--- src/rtl/pipeline_ctrl_pkg.sv ---
// Shared definitions for the pipeline stall/flush sequencer.
//  - state_e : 3-bit controller state encoding
//  - Ctl*    : bit positions of the pipeline control vector and the
//              canned control patterns the controller selects between
package pipeline_ctrl_pkg;

   typedef enum logic [2:0] {
      StIdle    = 3'd0,
      StRun     = 3'd1,
      StMemWait = 3'd2,
      StMemDone = 3'd3,
      StError   = 3'd4
   } state_e;

   localparam int unsigned CtlW           = 6;
   localparam int unsigned CtlPcWrite     = 0;
   localparam int unsigned CtlIfidWrite   = 1;
   localparam int unsigned CtlIfidFlush   = 2;
   localparam int unsigned CtlIdexBubble  = 3;
   localparam int unsigned CtlExmemWrite  = 4;
   localparam int unsigned CtlMemwbBubble = 5;

   // Pipeline frozen, nothing injected (IDLE, ERROR).
   localparam logic [CtlW-1:0] CtlFrozen    = 6'b000000;
   // Frozen while MEM is busy; a NOP is pushed into MEM/WB.
   localparam logic [CtlW-1:0] CtlFreezeMem = 6'b100000;
   // Front end held, bubble into ID/EX, back end keeps draining.
   localparam logic [CtlW-1:0] CtlLoadUse   = 6'b011000;
   // Redirect: PC and IF/ID advance but the fetched instruction is squashed.
   localparam logic [CtlW-1:0] CtlBranch    = 6'b010111;
   localparam logic [CtlW-1:0] CtlAllEn     = 6'b010011;

endpackage

--- src/rtl/pipeline_ctrl_sat_counter.sv ---
// Saturating up-counter.
//  clk_i   : clock
//  rst_ni  : asynchronous active-low reset, clears the count
//  clear_i : synchronous clear
//  inc_i   : add one this cycle unless already at all-ones
//  count_o : current count
module sat_counter #(
   parameter int unsigned Width = 16
) (
   input  logic             clk_i,
   input  logic             rst_ni,
   input  logic             clear_i,
   input  logic             inc_i,
   output logic [Width-1:0] count_o
);

   logic [Width-1:0] cnt_q, cnt_d;

   always_comb begin
      cnt_d = cnt_q;
      if (clear_i) begin
         cnt_d = '0;
      end else if (inc_i && (cnt_q != '1)) begin
         cnt_d = cnt_q + Width'(1);
      end
   end

   always_ff @(posedge clk_i or negedge rst_ni) begin
      if (!rst_ni) begin
         cnt_q <= '0;
      end else begin
         cnt_q <= cnt_d;
      end
   end

   assign count_o = cnt_q;

endmodule

--- src/rtl/pipeline_ctrl.sv ---
// Central stall/flush sequencer for the 5-stage pipeline. Merges load-use stalls,
// ID-stage taken branches and a multi-cycle data-memory req/ack handshake into the
// pipeline-register enables, bubbles and flushes.
//  clk_i, rst_i            : clock, asynchronous active-low reset
//  start_i                 : leave IDLE
//  LoadUse_i               : load-use stall request
//  BranchTaken_i           : branch resolved taken in ID
//  MemAccess_MEM_i         : MEM-stage instruction is a load/store
//  mem_ack_i               : data memory finished the access
//  mem_req_o               : registered data memory request
//  PCWrite_o .. MEMWB_Bubble_o : pipeline control, combinational from state/inputs
//  Timeout_o               : sticky memory-timeout flag
//  StallCnt_o              : saturating count of stalled (PCWrite_o=0) cycles outside IDLE
module pipeline_ctrl
   import pipeline_ctrl_pkg::*;
#(
   parameter int unsigned TIMEOUT = 16,
   parameter int unsigned CNT_W   = 16
) (
   input  logic             clk_i,
   input  logic             rst_i,
   input  logic             start_i,
   input  logic             LoadUse_i,
   input  logic             BranchTaken_i,
   input  logic             MemAccess_MEM_i,
   input  logic             mem_ack_i,
   output logic             mem_req_o,
   output logic             PCWrite_o,
   output logic             IFID_Write_o,
   output logic             IFID_Flush_o,
   output logic             IDEX_Bubble_o,
   output logic             EXMEM_Write_o,
   output logic             MEMWB_Bubble_o,
   output logic             Timeout_o,
   output logic [CNT_W-1:0] StallCnt_o
);

   // Wait counter only ever needs to reach TIMEOUT-1.
   localparam int unsigned WaitW = (TIMEOUT > 1) ? $clog2(TIMEOUT) : 1;

   state_e           state_q, state_d;
   logic [WaitW-1:0] wait_q, wait_d;
   logic             mem_req_q;
   logic             timeout_q;
   logic [CtlW-1:0]  ctl;
   logic             wait_expired;
   logic             stall_inc;

   assign wait_expired = (TIMEOUT != 0) && (wait_q == WaitW'(TIMEOUT - 1));

   always_comb begin
      state_d = state_q;
      wait_d  = '0;
      ctl     = CtlFrozen;
      unique case (state_q)
         StIdle: begin
            if (start_i) state_d = StRun;
         end
         StRun: begin
            if (MemAccess_MEM_i) begin
               ctl     = CtlFreezeMem;
               state_d = StMemWait;
            end else if (LoadUse_i) begin
               // Any taken branch this cycle is re-resolved once the stall clears.
               ctl = CtlLoadUse;
            end else if (BranchTaken_i) begin
               ctl = CtlBranch;
            end else begin
               ctl = CtlAllEn;
            end
         end
         StMemWait: begin
            ctl = CtlFreezeMem;
            // Ack is checked first so an ack in the last allowed cycle still completes.
            if (mem_ack_i) begin
               state_d = StMemDone;
            end else if (wait_expired) begin
               state_d = StError;
            end else if (TIMEOUT != 0) begin
               wait_d = wait_q + WaitW'(1);
            end
         end
         StMemDone: begin
            ctl     = CtlAllEn;
            state_d = StRun;
         end
         StError: begin
            ctl = CtlFrozen;
         end
         default: begin
            state_d = StIdle;
         end
      endcase
   end

   always_ff @(posedge clk_i or negedge rst_i) begin
      if (!rst_i) begin
         state_q   <= StIdle;
         wait_q    <= '0;
         mem_req_q <= 1'b0;
         timeout_q <= 1'b0;
      end else begin
         state_q   <= state_d;
         wait_q    <= wait_d;
         mem_req_q <= (state_d == StMemWait);
         timeout_q <= timeout_q | (state_d == StError);
      end
   end

   assign stall_inc = ((state_q == StRun) || (state_q == StMemWait) || (state_q == StError))
                      && !ctl[CtlPcWrite];

   sat_counter #(
      .Width (CNT_W)
   ) u_stall_cnt (
      .clk_i   (clk_i),
      .rst_ni  (rst_i),
      .clear_i (1'b0),
      .inc_i   (stall_inc),
      .count_o (StallCnt_o)
   );

   assign mem_req_o      = mem_req_q;
   assign Timeout_o      = timeout_q;
   assign PCWrite_o      = ctl[CtlPcWrite];
   assign IFID_Write_o   = ctl[CtlIfidWrite];
   assign IFID_Flush_o   = ctl[CtlIfidFlush];
   assign IDEX_Bubble_o  = ctl[CtlIdexBubble];
   assign EXMEM_Write_o  = ctl[CtlExmemWrite];
   assign MEMWB_Bubble_o = ctl[CtlMemwbBubble];

endmodule

--- config.mk ---
export PLATFORM = sky130hd
export DESIGN_NAME = pipeline_ctrl
export DESIGN_NICKNAME = d
export VERILOG_FILES = /design/src/rtl/pipeline_ctrl_pkg.sv /design/src/rtl/pipeline_ctrl_sat_counter.sv /design/src/rtl/pipeline_ctrl.sv
export SDC_FILE = /design/constraint.sdc
export NUM_CORES = 1
export LEC_CHECK = 0
export BUFFER_PORTS_ARGS = -buffer_cell sky130_fd_sc_hd__buf_4
export CORE_UTILIZATION = 52
export DETAILED_ROUTE_END_ITERATION = 10
export GPL_TIMING_DRIVEN = 0
export HOLD_SLACK_MARGIN = 0.05
export MAX_ROUTING_LAYER = met4
export PLACE_DENSITY_LB_ADDON = 0.1
export SYNTH_ARGS = -nofsm -noshare
export SYNTH_HDL_FRONTEND = slang
export SYNTH_SLANG_ARGS = --single-unit
--- constraint.sdc ---
create_clock -name clk_i -period 2.29 [get_ports clk_i]
set_input_delay 0.3435 -clock clk_i [delete_from_list [all_inputs] [get_ports clk_i]]
set_output_delay 0.3435 -clock clk_i [all_outputs]
set_load 0.02 [all_outputs]
# [Yosys cells after proc, flatten, opt, wreduce, memory -nomap -nowiden]
# Index checks and enable logic that the tools add are counted.
[op_classes] muxes=12 n_eq_ne=8 n_addsub=2 n_reduce_logical=6 bitwise_logic=1
[op_table] cell="6-bit case mux with 3 select lines" n=1
[op_table] cell="16-bit by 1-bit adder with 16-bit output (second input constant)" n=1
[op_table] cell="4-bit 2-to-1 mux" n=4
[op_table] cell="16-bit != test (second input constant)" n=1
[op_table] cell="3-bit 2-to-1 mux" n=5
[op_table] cell="3-bit case mux with 5 select lines" n=1
[op_table] cell="3-bit by 2-bit equality test with 1-bit output (second input constant)" n=3
[op_table] cell="3-bit equality test (second input constant)" n=2
[op_table] cell="6-bit 2-to-1 mux" n=1
[op_table] cell="4-bit by 1-bit adder with 4-bit output (second input constant)" n=1
[op_table] cell="4-bit equality test (second input constant)" n=1
[op_table] cell="3-bit by 1-bit equality test with 1-bit output (second input constant)" n=1
[op_table] cell="3-bit logical NOT" n=1
[op_table] cell="1-bit logical AND" n=2
[op_table] cell="1-bit logical OR" n=2
[op_table] cell="1-bit logical NOT" n=1
[op_table] cell="1-bit OR" n=1
[totals] regBits=25 in_bits=7

# [Logic depth before layout (Yosys ltp)]
[logic_depth] ltp_word=7 ltp_mapped=6

# [Cells and area by module]
# Synthesis repeated with hierarchy kept, for this count alone.
[hier_totals] cells_unflattened=147 hier_area_um2=1432.6
[modules_own_cells] mod="sat_counter" n_inst=1 seq_area_each_um2=400.4 cells_each=98 area_per_inst_um2=942.2
[modules_own_cells] mod="pipeline_ctrl" n_inst=1 seq_area_each_um2=225.2 cells_each=49 area_per_inst_um2=490.5

# [Least setup slack after synthesis]
# No wires, ideal clock.
[synth_path] path_kind="register to register" startpoint="register u_stall_cnt.cnt_q[3], in the netlist u_stall_cnt.count_o[3]" endpoint="register u_stall_cnt.cnt_q[11], in the netlist u_stall_cnt.count_o[11]" period_less_slack_ns=1.828 arrival_ns=1.698 path_buffers=0 path_stages_with_launch=5 slack_ns=0.462 path_cell_list="dfrtp_1 > nand4_2 > or2_1 > or4b_4 > xnor2_2"
[synth_via] elab_chain_len=2 word_cells_on_any_way=3
[synth_lines] item="start, declared" line="pipeline_ctrl_sat_counter.sv:17" rtl="logic [Width-1:0] cnt_q, cnt_d;"
[synth_lines] item="start signal, assigned" line="pipeline_ctrl_sat_counter.sv:32" rtl="cnt_q <= cnt_d;"
[synth_lines] item="branches (longest 2 deep; another with 16-bit by 1-bit adder with 16-bit output)"
# Parallel ways; which one is timed is not known.
# A chain may end at the register's enable or synchronous reset.

# [Final worst setup path]
[layout_path] startpoint="register state_q[2]" endpoint="output port IDEX_Bubble_o"
[layout_via] elab_chain_len=2 word_cells_on_any_way=4
[layout_lines] item="start, declared" line="pipeline_ctrl.sv:41" rtl="state_e state_q, state_d;"
[layout_lines] item="start signal, assigned" line="pipeline_ctrl.sv:98" rtl="state_q <= StIdle;"
[layout_lines] item="start signal, assigned" line="pipeline_ctrl.sv:103" rtl="state_q <= state_d;"
[layout_lines] item="3-bit by 2-bit equality test with 1-bit output / 3-bit by 1-bit equality test with 1-bit output (equally long branches)" line="pipeline_ctrl.sv:55" rtl="unique case (state_q)"
[layout_lines] item="6-bit case mux with 3 select lines *" line="pipeline_ctrl.sv:55"
[layout_lines] item="end, declared" line="pipeline_ctrl.sv:31" rtl="output logic IDEX_Bubble_o,"
# Every way passes the cells marked *; elsewhere a longest branch is shown, timed or not.

==> Flow_metrics.wiki <==
{| class="wikitable"
! Metric !! Value
|-
| Result of the run || complete, no violations
|-
| TritonCTS sink count || 25
|-
| Proportion of register bits with asynchronous set or reset after synthesis || 1.00
|-
| Number of cell instances on the worst register-to-register path || 4
|-
| Critical path class || register to output port
|-
| Start point of the worst min-delay path || mem_ack_i
|-
| Final total negative setup slack || 0 ns
|-
| Required time of the worst setup path || 1.95 ns
|-
| Total vias in the final route || 1043
|-
| Crit path launch type || register
|-
| Total area of sequential cells || roughly 630 µm²
|-
| Cell chain of the critical path || nand2b_4 > nor4b_1 > buf_4
|-
| Cell depth of the worst hold path || 3
|-
| Most common flop cell mapped by yosys || sky130_fd_sc_hd__dfrtp_1
|-
| Worst-path clk slew || 0.15 ns
|-
| Max-slew violation count || 0
|-
| Yosys warns || 0
|-
| IR drop worst, VDD || between 0.8 and 0.9 mV
|-
| WP data arrival || between 1.5 and 2 ns
|-
| End point of the worst hold path || wait_q[2]
|-
| Final cycle utilization of the critical path || 0.832
|-
| Buffers inserted during post-CTS setup optimization || 0
|-
| Count of buffers inserted at the top-level ports || 30
|-
| Slowest Stage Delay on Critical Path || 0.49 ns
|-
| Cell count after synthesis || 122
|-
| Die boundary height || about 52 µm
|-
| Pin count of the biggest net entering global routing || 26
|-
| Number of core rows || 17
|-
| Total die area || around 2700 µm²
|-
| Total CTS buffers || 3
|-
| Number of logic stages on the critical path including buffering || 3
|-
| Top cell type's share of synthesized area || 0.475
|-
| # IOs || 31
|-
| Cell leakage power || ~0.73 nW
|-
| Critical-path top delay cell || sky130_fd_sc_hd__dfrtp_1
|-
| Clock tree from TritonCTS || built
|-
| Clock latency on the worst-skew pair || approximately 0.32 ns
|-
| Post-route total power || ~1.8 mW
|-
| Drt first-iter violations || 16
|-
| Detailed-placement wirelength estimate || about 2000 µm
|-
| Final global-route overflow total || 0
|-
| Worst reg2reg startpoint || state_q[2]
|-
| #FFs+latches synth || 25
|-
| Core Region || 2300 µm²
|-
| Fill cell total of the finished layout || 188
|-
| Unrepaired setup endpoints after global routing || false
|-
| Area taken by multi-input logic gates || 648 µm²
|-
| Detailed Routing Iterations Pass 1 || 4
|-
| Sequential share of the synthesized area || 0.475
|-
| Worst Setup SP || state_q[2]
|-
| Hold Fails Final Rpt || 0
|-
| Leading cell types by count after synthesis || sky130_fd_sc_hd__dfrtp_1 (25), sky130_fd_sc_hd__xor2_1 (12), sky130_fd_sc_hd__nor2_1 (10)
|-
| Fraction of final layout cells with drive strength greater than 1 || 0.287
|-
| Syn_area_per_cell || between 10 and 15 µm²
|-
| Number of enable flip-flop cells after synthesis || 0
|-
| Area contributors post-synth || sky130_fd_sc_hd__dfrtp_1 (48%), sky130_fd_sc_hd__xor2_1 (8.0%), sky130_fd_sc_hd__nor4_1 (3.3%)
|-
| Gate family responsible for the most delay along the worst path || simple AND/OR/NAND/NOR gates
|-
| Root buf cell || sky130_fd_sc_hd__clkbuf_4
|-
| Number of antenna violations at the first check in global routing || 0
|-
| Endpoint of the most critical register-to-register path || u_stall_cnt.count_o[11]
|-
| Max-cap violations || 0
|-
| Final weighted congestion in routability-driven placement || 0.810
|-
| Area growth from synthesis to layout || 22.9%
|-
| Buf+Inv Stages, Crit Path || 1
|-
| Number of distinct library cell variants in the gate-level netlist after synthesis || 38
|-
| Clock tree buffer depth || 2
|-
| Highest fanout seen on the critical path || 7
|-
| Initial cell density of the core || 0.573
|-
| Peak clock frequency supported by timing || between 500 and 600 MHz
|-
| Most common cell in the netlist || sky130_fd_sc_hd__dfrtp_1
|-
| Post-Synthesis Cell Area || 1320 µm²
|-
| Net total in the final layout || 167
|-
| Most area-hungry cell type in the Yosys netlist || sky130_fd_sc_hd__dfrtp_1
|-
| Reg-to-reg slack, setup || roughly 0.40 ns
|-
| Die X-Extent || roughly 52 µm
|-
| Net count after synthesis || 131
|-
| Maximum level of the CTS H-tree || 1
|-
| Vias/cell || 5.64
|-
| Antenna cells || 0
|-
| Wire length per cell || between 10 and 15 µm
|-
| Cell count after placement || 180
|-
| Class of the tightest hold or removal check || input pin to register
|-
| Slew Limit Headroom || 0.619
|-
| Layout Skew || between 0.008 and 0.009 ns
|-
| Count of nets left with antenna violations after detail routing || 0
|-
| Vias in the first global route || 1027
|-
| First-pass GRT wire length || 4320 µm
|-
| Sum of routed wire length over all layers || 2670 µm
|-
| GRT Overall Usage || 0.223
|-
| Layout Cells excl Fill || roughly 190
|-
| Final Critical Period || 1.91 ns
|-
| DRC Markers || 0
|-
| Endpoints failing setup || 0
|-
| Endpoint kind of the worst setup timing path || output port
|-
| Slew at the pin with the worst max-slew slack || 0.567 ns
|-
| Total power density per cell area || roughly 1100 nW/µm²
|}
power breakdown:
group | switching (mW) | internal (mW) | leakage, nW | total [mW]
combinational | 0.484 | 0.405 | 0.413 | 0.889
sequential | 0.155 | 0.558 | 0.296 | 0.714
clock | 0.140 | 0.0710 | 0.0183 | 0.211
total | 0.780 | 1.03 | 0.728 | 1.81
kinds of logic (layout without fill, tap and decap cells):
group	count (synthesis)	count (layout)	synth area share
adders and majority gates	2	2	0.0190
and+or+nand+nor	60	60	0.279
buffers and inverters	8	43	0.0323
muxes	3	3	0.0247
AOI/OAI and AO/OA	7	7	0.0504
DFF	25	25	0.475
xor gates and xnor gates	17	17	0.119
tightest hold or removal path, cell delays in order:
cell,delay [ns]
sky130_fd_sc_hd__buf_4,0.09
sky130_fd_sc_hd__or3_1,0.12
sky130_fd_sc_hd__nor2_1,0.05
final cells by class:
type / instances / share of cell area
multi-input combinational: 89 / 0.401
sequential: 25 / 0.387
timing repair buffer: 31 / 0.145
tap: 28 / 0.0217
buffer: 3 / 0.0147
clock buffer: 3 / 0.0139
inverter: 5 / 0.0116
clock inverter: 1 / 0.00541
placed cells by master (no fill, tap or decap), types with 2 or more instances in the layout:
master | Yosys | routed
sky130_fd_sc_hd__nor3b_1 | 2 | 2
sky130_fd_sc_hd__buf_4 | 1 | 31
sky130_fd_sc_hd__xnor2_1 | 4 | 4
sky130_fd_sc_hd__nor2_1 | 10 | 10
sky130_fd_sc_hd__nand2_1 | 8 | 8
sky130_fd_sc_hd__mux2_2 | 2 | 2
sky130_fd_sc_hd__or3_1 | 2 | 2
sky130_fd_sc_hd__dfrtp_1 | 25 | 25
sky130_fd_sc_hd__nor3_1 | 6 | 6
sky130_fd_sc_hd__xor2_1 | 12 | 12
sky130_fd_sc_hd__inv_1 | 5 | 5
sky130_fd_sc_hd__ha_1 | 2 | 2
sky130_fd_sc_hd__nand4_1 | 4 | 4
sky130_fd_sc_hd__nand3_1 | 4 | 4
sky130_fd_sc_hd__a21oi_1 | 2 | 2
sky130_fd_sc_hd__and2_1 | 2 | 2
sky130_fd_sc_hd__nor4b_1 | 2 | 2
sky130_fd_sc_hd__nand2b_1 | 3 | 3
sky130_fd_sc_hd__nor4_1 | 7 | 7
sky130_fd_sc_hd__clkbuf_4 | 0 | 3
what timing repair did:
item / 4_1_cts / 5_1_grt
hold endpoints to repair: 25 / 0
resized for setup: 0 / 0
hold buffers: 1 / 0
through the flow:
step / hold WS, ns / utilization / area (µm²) / setup slack [ns]
floorplan: 0.0479 / - / 1320 / 0.462
global placement: 0.258 / 0.686 / 1580 / 0.446
detailed placement: 0.263 / 0.686 / 1580 / 0.428
CTS: 0.294 / 0.704 / 1620 / 0.395
global route: 0.321 / 0.704 / 1620 / 0.294
finish: 0.306 / 0.704 / 1620 / 0.385
routing by layer:
metal	up-vias	routed length [µm]	GRT usage
met5	-	0	-
met4	0	75	0.132
met3	8	80	0.0290
met2	26	1350	0.369
met1	498	1160	0.258
li1	511	-	-
worst max-delay path by stage:
stage | end
after detailed placement | u_stall_cnt.count_o[11]
after global placement | u_stall_cnt.count_o[11]
after floorplan | u_stall_cnt.count_o[11]
after CTS | u_stall_cnt.count_o[11]
after global routing | IDEX_Bubble_o
final | IDEX_Bubble_o
flip-flops by register name, summed over array words and instances, names as in the netlist:
name	count
Timeout_o	1
mem_req_o	1
state_q	3
u_stall_cnt.count_o	16
wait_q	4
(Power assumes the default switching activity.)
